File: config.mk
export PLATFORM = sky130hd
export DESIGN_NAME = mem_dump_reader
export DESIGN_NICKNAME = d
export VERILOG_FILES = /design/src/rtl/mem_dump_reader.sv
export SDC_FILE = /design/constraint.sdc
export NUM_CORES = 1
export LEC_CHECK = 0
export CAP_MARGIN = 40
export CORE_MARGIN = 4
export CORE_UTILIZATION = 52
export DETAILED_ROUTE_END_ITERATION = 8
export PLACE_DENSITY = 0.85
export SYNTH_ARGS = -nofsm -noshare
export SYNTH_HDL_FRONTEND = slang
export SYNTH_SLANG_ARGS = --single-unit
File: constraint.sdc
create_clock -name clk -period 4.4 [get_ports clk]
set_clock_uncertainty 0.1 [all_clocks]
set_input_delay 0.66 -clock clk [delete_from_list [all_inputs] [get_ports clk]]
set_output_delay 0.66 -clock clk [all_outputs]
set_load 0.01 [all_outputs]
File: src/rtl/mem_dump_reader.sv
// mem_dump_reader: walks data memory after halt and streams each word LSB-first to the debug UART TX
module mem_dump_reader #(
  parameter int len_data  = 32,
  parameter int addr_bits = 8,
  parameter int num_words = 256
) (
  input  logic                 clk,
  input  logic                 reset,
  input  logic                 start,
  output logic                 mem_rd,
  output logic [addr_bits-1:0] mem_addr,
  input  logic [len_data-1:0]  mem_data,
  output logic [7:0]           tx_data,
  output logic                 tx_start,
  input  logic                 tx_done,
  output logic                 busy,
  output logic                 done
);
  typedef enum logic [2:0] {IDLE, READ, LATCH, SEND, WAIT_TX, DONE} state_e;
  localparam logic [addr_bits-1:0] LastAddr = addr_bits'(num_words - 1);
  state_e                state_q;
  logic [1:0]            byte_idx_q;
  logic [len_data-1:0]   buf_q;
  logic [addr_bits-1:0]  addr_q;
  logic [7:0]            tx_data_q;
  logic                  mem_rd_q, tx_start_q, busy_q, done_q;
  // outputs are set on entry to the state that owns them, so they are valid for exactly that state
  always_ff @(posedge clk) begin
    if (reset) begin
      state_q    <= IDLE;
      byte_idx_q <= '0;
      buf_q      <= '0;
      addr_q     <= '0;
      tx_data_q  <= '0;
      mem_rd_q   <= 1'b0;
      tx_start_q <= 1'b0;
      busy_q     <= 1'b0;
      done_q     <= 1'b0;
    end else begin
      mem_rd_q   <= 1'b0;
      tx_start_q <= 1'b0;
      done_q     <= 1'b0;
      case (state_q)
        IDLE: if (start) begin
          state_q  <= READ;
          addr_q   <= '0;
          mem_rd_q <= 1'b1;
          busy_q   <= 1'b1;
        end
        READ: state_q <= LATCH;
        LATCH: begin
          buf_q      <= mem_data;
          byte_idx_q <= '0;
          tx_data_q  <= mem_data[7:0];
          tx_start_q <= 1'b1;
          state_q    <= SEND;
        end
        SEND: state_q <= WAIT_TX;
        WAIT_TX: if (tx_done) begin
          buf_q <= buf_q >> 8;
          if (byte_idx_q != 2'd3) begin
            byte_idx_q <= byte_idx_q + 2'd1;
            tx_data_q  <= buf_q[15:8];
            tx_start_q <= 1'b1;
            state_q    <= SEND;
          end else if (addr_q == LastAddr) begin
            done_q  <= 1'b1;
            state_q <= DONE;
          end else begin
            addr_q   <= addr_q + addr_bits'(1);
            mem_rd_q <= 1'b1;
            state_q  <= READ;
          end
        end
        DONE: begin
          busy_q  <= 1'b0;
          state_q <= IDLE;
        end
        default: state_q <= IDLE;
      endcase
    end
  end
  assign mem_rd   = mem_rd_q;
  assign mem_addr = addr_q;
  assign tx_data  = tx_data_q;
  assign tx_start = tx_start_q;
  assign busy     = busy_q;
  assign done     = done_q;
endmodule

* Word level (Yosys, flattened, before mapping) *
Index checks and enable logic that the tools add are counted.

word-level totals
  bits in registers = 57
  input bits = 36
  output and inout port bits = 20
  logic and storage cells = 64

operators by class
  add/sub/neg operators = 2
  eq/ne operators = 12
  mux-type cells = 29
  bitwise logic cells = 2
  reduce and logical (&&, ||, !) cells = 10

operators with widths
  operator                                        number
  case mux 32 bit (2 select lines)                1
  two-way mux 8 bit                               6
  two-way mux 32 bit                              1
  case mux 8 bit (2 select lines)                 2
  case mux 3 bit (5 select lines)                 1
  two-way mux 3 bit                               4
  != test 2 bit (second input constant)           6
  adder 8 x 1 -> 8 bit (second input constant)    1
  == test 8 bit (second input constant)           1
  two-way mux 1 bit                               8
  == test 3 x 2 -> 1 bit (second input constant)  2
  == test 3 bit (second input constant)           2
  case mux 1 bit (2 select lines)                 3
  AND reduction 2 bit                             3
  nonzero test 2 bit                              3
  AND reduction 5 bit                             1
  two-way mux 2 bit                               2
  case mux 2 bit (2 select lines)                 1
  OR reduction 4 bit                              1
  == test 3 x 1 -> 1 bit (second input constant)  1
  zero test 3 bit                                 1
  AND reduction 3 bit                             1
  adder 2 x 1 -> 2 bit (second input constant)    1
  NOT 1 bit                                       2

* Depth between registers and ports, before layout *
Gate-level depths: netlist of the first run.

  depth after elaboration = 5
  mapped depth = 6
  depth with buffers taken out = 5

* Least setup slack after synthesis of the first run *
Ideal clock, no wire load.

  path kind = register to register
  from = register addr_q[0], in the netlist mem_addr[0]
  to = register addr_q[2], in the netlist mem_addr[2]
  library setup time = 0.131 ns
  data arrival time = 1.524 ns
  required time = 4.169 ns
  path slack = 2.645 ns
  stages on the path, launching flop included = 7
  path buffers = 1
  period minus slack after synthesis = 1.755 ns
  path through = dfxtp_1 -> ha_1 -> nand3_1 -> or3_1 -> buf_2 -> a31oi_1 -> a31oi_1

on the way
  word-level cells in the longest chain between the ends = 5
  elaborated cells on any way between the ends = 8
  those cells by class = 1 x add/sub; 2 x eq/ne; 4 x mux; 1 x reduce/logical

ends and longest elaborated chain
  element                          line  source
  start: declaration               24    logic [addr_bits-1:0] addr_q;
  start signal: assignment         70    addr_q <= addr_q + addr_bits'(1);
  adder 8 x 1 -> 8 bit             70
  two-way mux 8 bit                66    end else if (addr_q == LastAddr) begin
  two-way mux 8 bit                61    if (byte_idx_q != 2'd3) begin
  two-way mux 8 bit                59    WAIT_TX: if (tx_done) begin
  case mux 8 bit (2 select lines)  43    case (state_q)

Several ways; a longest one is shown, not always the timed one. The select of a mux whose other input is x is not followed.
A chain may end at the register's enable or synchronous reset.

==> results.sh, run 1 <==
export IMPL_tns_ns=0
export IMPL_dieArea_um2=5330
export IMPL_cp_cell_sequence="clkdlybuf4s50_1, buf_4, nand2b_1, nor2_1, a31oi_1, a31oi_1"
export IMPL_fillers=341
export IMPL_finalMaxSlewViolations=0
export IMPL_ant_nets=0
export IMPL_cts_root_buf="clkbuf_8"
export IMPL_cts_path_max_buffers=2
export IMPL_ys_warn_count=0
export IMPL_post_cts_setup_buffers=0
export IMPL_maxClockFrequency_mhz=421
export IMPL_p_total_uw=901
export IMPL_vias=1913
export IMPL_rrSetupSlack_ns=2.33
export IMPL_yosys_top_cells_count="dfxtp_1 (49), nor2_1 (41), mux2i_1 (24), a211oi_1 (23), a31oi_1 (9)"
export IMPL_syn2layout_area_growth_pct=29.2
export IMPL_ios=56
export IMPL_drc=0
export IMPL_grt_max_degree=32
export IMPL_ys_ff_latch=49
export IMPL_synthFlopType="dfxtp_1"
export IMPL_cts_resized=0
export IMPL_place_ws_ns=1.72
export IMPL_track_usage_pct=19.8
export IMPL_crit_type="in -> reg"
export IMPL_worstPathArrival_ns=2.52
export IMPL_rows=23
export IMPL_drt_first_pass_iters=4
export IMPL_hold_violations=0
export IMPL_tritoncts="built"
export IMPL_yosysSeqAreaShare_pct=44.6
export IMPL_core_area_um2=4060
export IMPL_die_w_um=73.0
export IMPL_required_ns=4.54
export IMPL_start_util_pct=54.2
export IMPL_period_share_pct=54.0
export IMPL_io_buffers=55
export IMPL_cp_top_family="buffers and inverters"
export IMPL_cpMostUsedCell="a31oi_1"
export IMPL_die_h_um=73.0
export IMPL_rsz0062_at_grt="no"
export IMPL_grt_pass1_vias=1789
export IMPL_power_leakage_uw=0.000911
export IMPL_synth_most_common_cell="dfxtp_1"
export IMPL_relSlewSlack_pct=55.3
export IMPL_slowest_stage="clkdlybuf4s50_1"
export IMPL_nets=326
export IMPL_drtIter0Drc=80
export IMPL_crit_path_start_kind="input port"
export IMPL_cts_buffers=5
export IMPL_dpl_hpwl_um=3550
export IMPL_peakVddDrop_mv=0.205
export IMPL_grt_first_pass_wirelength_um=8260
export IMPL_cts_hold_buf=0
export IMPL_synthDominantCellAreaShare_pct=44.6
export IMPL_status="completed"
export IMPL_maxCapViolations=0
export IMPL_drive_above_1_share_pct=5.88
export IMPL_antenna_found_initial=0
export IMPL_utilization_pct=70.1
export IMPL_pwr_density_cell_nw_per_um2=317
export IMPL_period_needed_ns=2.38
export IMPL_wl_um=5050
export IMPL_clk_insertion_delay_late_ns=0.31
export IMPL_fin_hold_ws_ns=0.402
export IMPL_syn_area_per_cell_um2=9.24
export IMPL_antenna_cells=0
export IMPL_synthDistinctLibCells=37
export IMPL_wl_per_cell_um=14.9
export IMPL_htreeDepth=2
export IMPL_grt_overflow=0
export IMPL_cpPeakStageDelay_ns=0.61
export IMPL_cp_max_fo=31
export IMPL_async_reset_ff_share_pct=0
export IMPL_netlist_area_um2=2200
export IMPL_critPathBufInv=2
export IMPL_worst_pin_slew_ns=0.670
export IMPL_viasPerCell=5.64
export IMPL_synth_area_leader_cell="dfxtp_1"
export IMPL_synthCells=238
export IMPL_path_clk_slew_ns=0.09
export IMPL_clkSinkCount=49
export IMPL_end_kind="flip-flop"
export IMPL_setup_violations_final=0
export IMPL_fin_ws_ns=2.02
export IMPL_place_gp_congestion=0.834
export IMPL_synth_edff_count=0
export IMPL_synthTopCellsByArea="dfxtp_1 (45%), mux2i_1 (11%), a211oi_1 (7.8%), nor2_1 (7.0%), a22oi_1 (2.7%)"
export IMPL_hold_class="reg -> reg"
export IMPL_synth_nets=276
[metrics by stage]
stage / std cells / area (um^2)
after floorplan: 238 / 2200
after global placement: 330 / 2750
after detailed placement: 331 / 2760
after CTS: 339 / 2840
after global routing: 339 / 2840
final: 339 / 2840
[worst paths after layout]
path                            startpoint     endpoint  depth (start not counted)
worst max-delay path                 reset  mem_addr[7]                          6
worst min-delay path              buf_q[9]     buf_q[9]                          2
worst max register to register  state_q[1]    buf_q[22]                          5
worst min register to register    buf_q[9]     buf_q[9]                          2
[per-layer routing]
layer	part of all wire (%)	vias up	GRT usage, %
met5	0	-	0
met4	1.3	0	7.38
met3	4.3	9	4.96
met2	49	51	32.5
met1	45	881	25.0
li1	-	972	-
[flip-flops by register name (all words and copies together), names as in the netlist]
register	flops
mem_rd	1
mem_addr	8
buf_q	24
state_q	3
busy	1
tx_data	8
byte_idx_q	2
tx_start	1
done	1
[cells by family (layout without fill, tap and decap cells)]
logic type                 Yosys count  count (layout)  share of synthesized area (%)
and+or+nand+nor                     79              79                           18.0
buffers and inverters               21              72                           5.06
muxes                               24              24                           10.9
adders and majority gates            2               2                           1.14
AOI/OAI and AO/OA                   63              63                           20.3
DFF                                 49              49                           44.6
[power breakdown]
group	switching [uW]	internal, uW	leakage (uW)	total [uW]
Sequential	21.2	471	0.000398	492
Combinational	64.8	80.0	0.000467	145
Clock	151	113	0.0000456	264
[cells in the final DEF, fill, tap and decap left out, drive strengths merged, types with 3 or more instances in the layout]
cell / count
nand3: 5
nor3b: 3
buf: 3
o21ai: 9
mux2i: 24
a31oi: 9
nor3: 3
nor2: 41
nand2: 7
inv: 7
dfxtp: 49
a211oi: 24
a22oi: 8
nand4: 3
a21oi: 8
nand2b: 6
clkbuf: 6
clkdlybuf4s50: 55
[area by class of cell]
cell class	instances	area, um^2	area share (%)
multi-input combinational	168	1110	39.2
sequential	49	981	34.5
timing repair buffer	58	577	20.3
clock buffer	6	72.6	2.55
tap	50	62.6	2.20
inverter	6	22.5	0.792
clock inverter	2	13.8	0.484
[worst register-to-register path: stages (launching register included)]
cell	delay (ns)
dfxtp_1	0.55
nand2b_1	0.25
o21ai_2	0.59
buf_6	0.26
nor2_1	0.06
a211oi_1	0.19
No activity file was read; power rests on OpenSTA's default activity.
==> inputs of run 2 (changes only) <==
--- a/config.mk
+++ b/config.mk
@@ -7,9 +7,9 @@
 export LEC_CHECK = 0
 export CAP_MARGIN = 40
 export CORE_MARGIN = 4
-export CORE_UTILIZATION = 52
+export CORE_UTILIZATION = 44
 export DETAILED_ROUTE_END_ITERATION = 8
-export PLACE_DENSITY = 0.85
+export PLACE_DENSITY = 0.77
 export SYNTH_ARGS = -nofsm -noshare
 export SYNTH_HDL_FRONTEND = slang
 export SYNTH_SLANG_ARGS = --single-unit
==> constraint.sdc (replaced) <==
create_clock -name clk -period 2.1 [get_ports clk]
set_clock_uncertainty 0.1 [all_clocks]
set_input_delay 0.315 -clock clk [delete_from_list [all_inputs] [get_ports clk]]
set_output_delay 0.315 -clock clk [all_outputs]
set_load 0.01 [all_outputs]
==> run 2 against run 1 <==
  * First-iteration DRC count up 56%
  * Clock power up 110%
  * Register-to-register slack worse by 2.1 ns
  * Critical path type is now reg -> reg
  * Critical endpoint is now buf_q[24]
==> results.sh, run 2 (same netlist as run 1, synthesis figures left out) <==
export IMPL_peakVddDrop_mv=0.327
export IMPL_antenna_found_initial=0
export IMPL_path_clk_slew_ns=0.09
export IMPL_maxClockFrequency_mhz=522
export IMPL_wl_per_cell_um=13.8
export IMPL_period_share_pct=91.3
export IMPL_maxCapViolations=0
export IMPL_hold_class="reg -> reg"
export IMPL_tns_ns=0
export IMPL_cts_buffers=5
export IMPL_status="completed"
export IMPL_end_kind="flip-flop"
export IMPL_cp_cell_sequence="and4bb_2, nor2_1, a22oi_1, nor2_1"
export IMPL_dp_cells=354
export IMPL_die_w_um=78.7
export IMPL_cpPeakStageDelay_ns=0.71
export IMPL_hold_violations=0
export IMPL_rows=25
export IMPL_clkSinkCount=49
export IMPL_slowest_stage="dfxtp_1"
export IMPL_drc=0
export IMPL_cpMostUsedCell="nor2_1"
export IMPL_syn2layout_area_growth_pct=33.6
export IMPL_ios=56
export IMPL_place_gp_congestion=0.870
export IMPL_dpl_hpwl_um=3660
export IMPL_post_cts_setup_buffers=0
export IMPL_worstPathArrival_ns=2.06
export IMPL_die_h_um=78.7
export IMPL_crit_path_start_kind="flip-flop"
export IMPL_pwr_density_cell_nw_per_um2=644
export IMPL_worst_pin_slew_ns=0.597
export IMPL_grt_overflow=0
export IMPL_cts_resized=0
export IMPL_period_needed_ns=1.92
export IMPL_cts_root_buf="clkbuf_8"
export IMPL_power_leakage_uw=0.000936
export IMPL_io_buffers=55
export IMPL_dieArea_um2=6190
export IMPL_clk_insertion_delay_late_ns=0.30
export IMPL_cp_max_fo=13
export IMPL_viasPerCell=5.23
export IMPL_drt_first_pass_iters=4
export IMPL_ant_nets=0
export IMPL_vias=1893
export IMPL_drive_above_1_share_pct=7.80
export IMPL_grt_max_degree=33
export IMPL_htreeDepth=2
export IMPL_relSlewSlack_pct=60.1
export IMPL_crit_type="reg -> reg"
export IMPL_layout_common_cells="clkdlybuf4s50_1 (55), dfxtp_1 (49), nor2_1 (41), mux2i_1 (24), a211oi_1 (23)"
export IMPL_nets=332
export IMPL_tritoncts="built"
export IMPL_cts_hold_buf=0
export IMPL_drtIter0Drc=125
export IMPL_setup_violations_final=0
export IMPL_final_cells=362
export IMPL_largest_reg_flops=24
export IMPL_required_ns=2.24
export IMPL_wl_um=5000
export IMPL_mostFrequentLayoutCell="clkdlybuf4s50_1"
export IMPL_cts_path_max_buffers=2
export IMPL_grt_pass1_vias=1826
export IMPL_core_area_um2=4790
export IMPL_finalMaxSlewViolations=0
export IMPL_rsz0062_at_grt="no"
export IMPL_start_util_pct=46.0
export IMPL_largest_register="buf_q"
export IMPL_antenna_cells=0
export IMPL_grt_first_pass_wirelength_um=8440
export IMPL_track_usage_pct=17.0
-- run 2: worst paths after layout --
path	start	endpoint	slack [ns]	cells after the start
worst max-delay path	state_q[0]	buf_q[24]	0.18	4
worst min-delay path	byte_idx_q[0]	byte_idx_q[0]	0.39	2
worst max register to register	state_q[0]	buf_q[24]	0.18	4
worst min register to register	byte_idx_q[0]	byte_idx_q[0]	0.39	2
-- run 2: report_power, final --
| group | internal, uW | switching, uW | leakage [uW] |
|---|---|---|---|
| clock | 235 | 312 | 0.0000374 |
| combinational | 177 | 137 | 0.000501 |
| sequential | 987 | 44.9 | 0.000398 |
| total | 1400 | 494 | 0.000936 |
-- run 2: layout make-up --
| cell class | count | area, um^2 |
|---|---|---|
| clock buffers | 6 | 72.6 |
| clock inverters | 2 | 15.0 |
| fillers | 441 | 1850 |
| inverters | 6 | 22.5 |
| multi-input cells | 168 | 1120 |
| flip-flops and latches | 49 | 981 |
| well taps | 67 | 83.8 |
| repair buffers | 64 | 643 |
-- run 2: critical path: cells and delay by family, from the launching register on --
kind,cells,cell delay (ns)
AOI/OAI and AO/OA,1,0.14
DFF,1,0.71
and+or+nand+nor,3,0.90
-- run 2: layer usage --
| layer | part of all wire (%) | wire length (um) | global-route usage (%) | vias to the layer above |
|---|---|---|---|---|
| met5 | 0 | 0 | 0 | - |
| met4 | 1.6 | 80 | 6.82 | 0 |
| met3 | 4.0 | 200 | 2.72 | 5 |
| met2 | 48 | 2380 | 27.5 | 38 |
| met1 | 47 | 2340 | 22.5 | 859 |
| li1 | - | - | - | 991 |
-- run 2: per-stage QoR --
step                area [um^2]  utilization [%]  total power [uW]  hold WS (ns)  worst slack (ns)
floorplan                  2200                -              1220         0.349             0.345
global placement           2840             59.4              1360         0.361             0.110
detailed placement         2840             59.4              1370         0.381            0.0609
CTS                        2930             61.3              1920         0.394            0.0591
global route               2940             61.4              1980         0.417           0.00539
finish                     2940             61.4              1890         0.393             0.184
==> inputs of run 3 (changes only) <==
--- a/config.mk
+++ b/config.mk
@@ -8,6 +8,7 @@
 export CAP_MARGIN = 40
 export CORE_MARGIN = 4
 export CORE_UTILIZATION = 44
+export CTS_CLUSTER_SIZE = 12
 export DETAILED_ROUTE_END_ITERATION = 8
 export PLACE_DENSITY = 0.77
 export SYNTH_ARGS = -nofsm -noshare
==> results of run 3 <==
No change in the layout: final DEF, timing and power equal those of run 2.
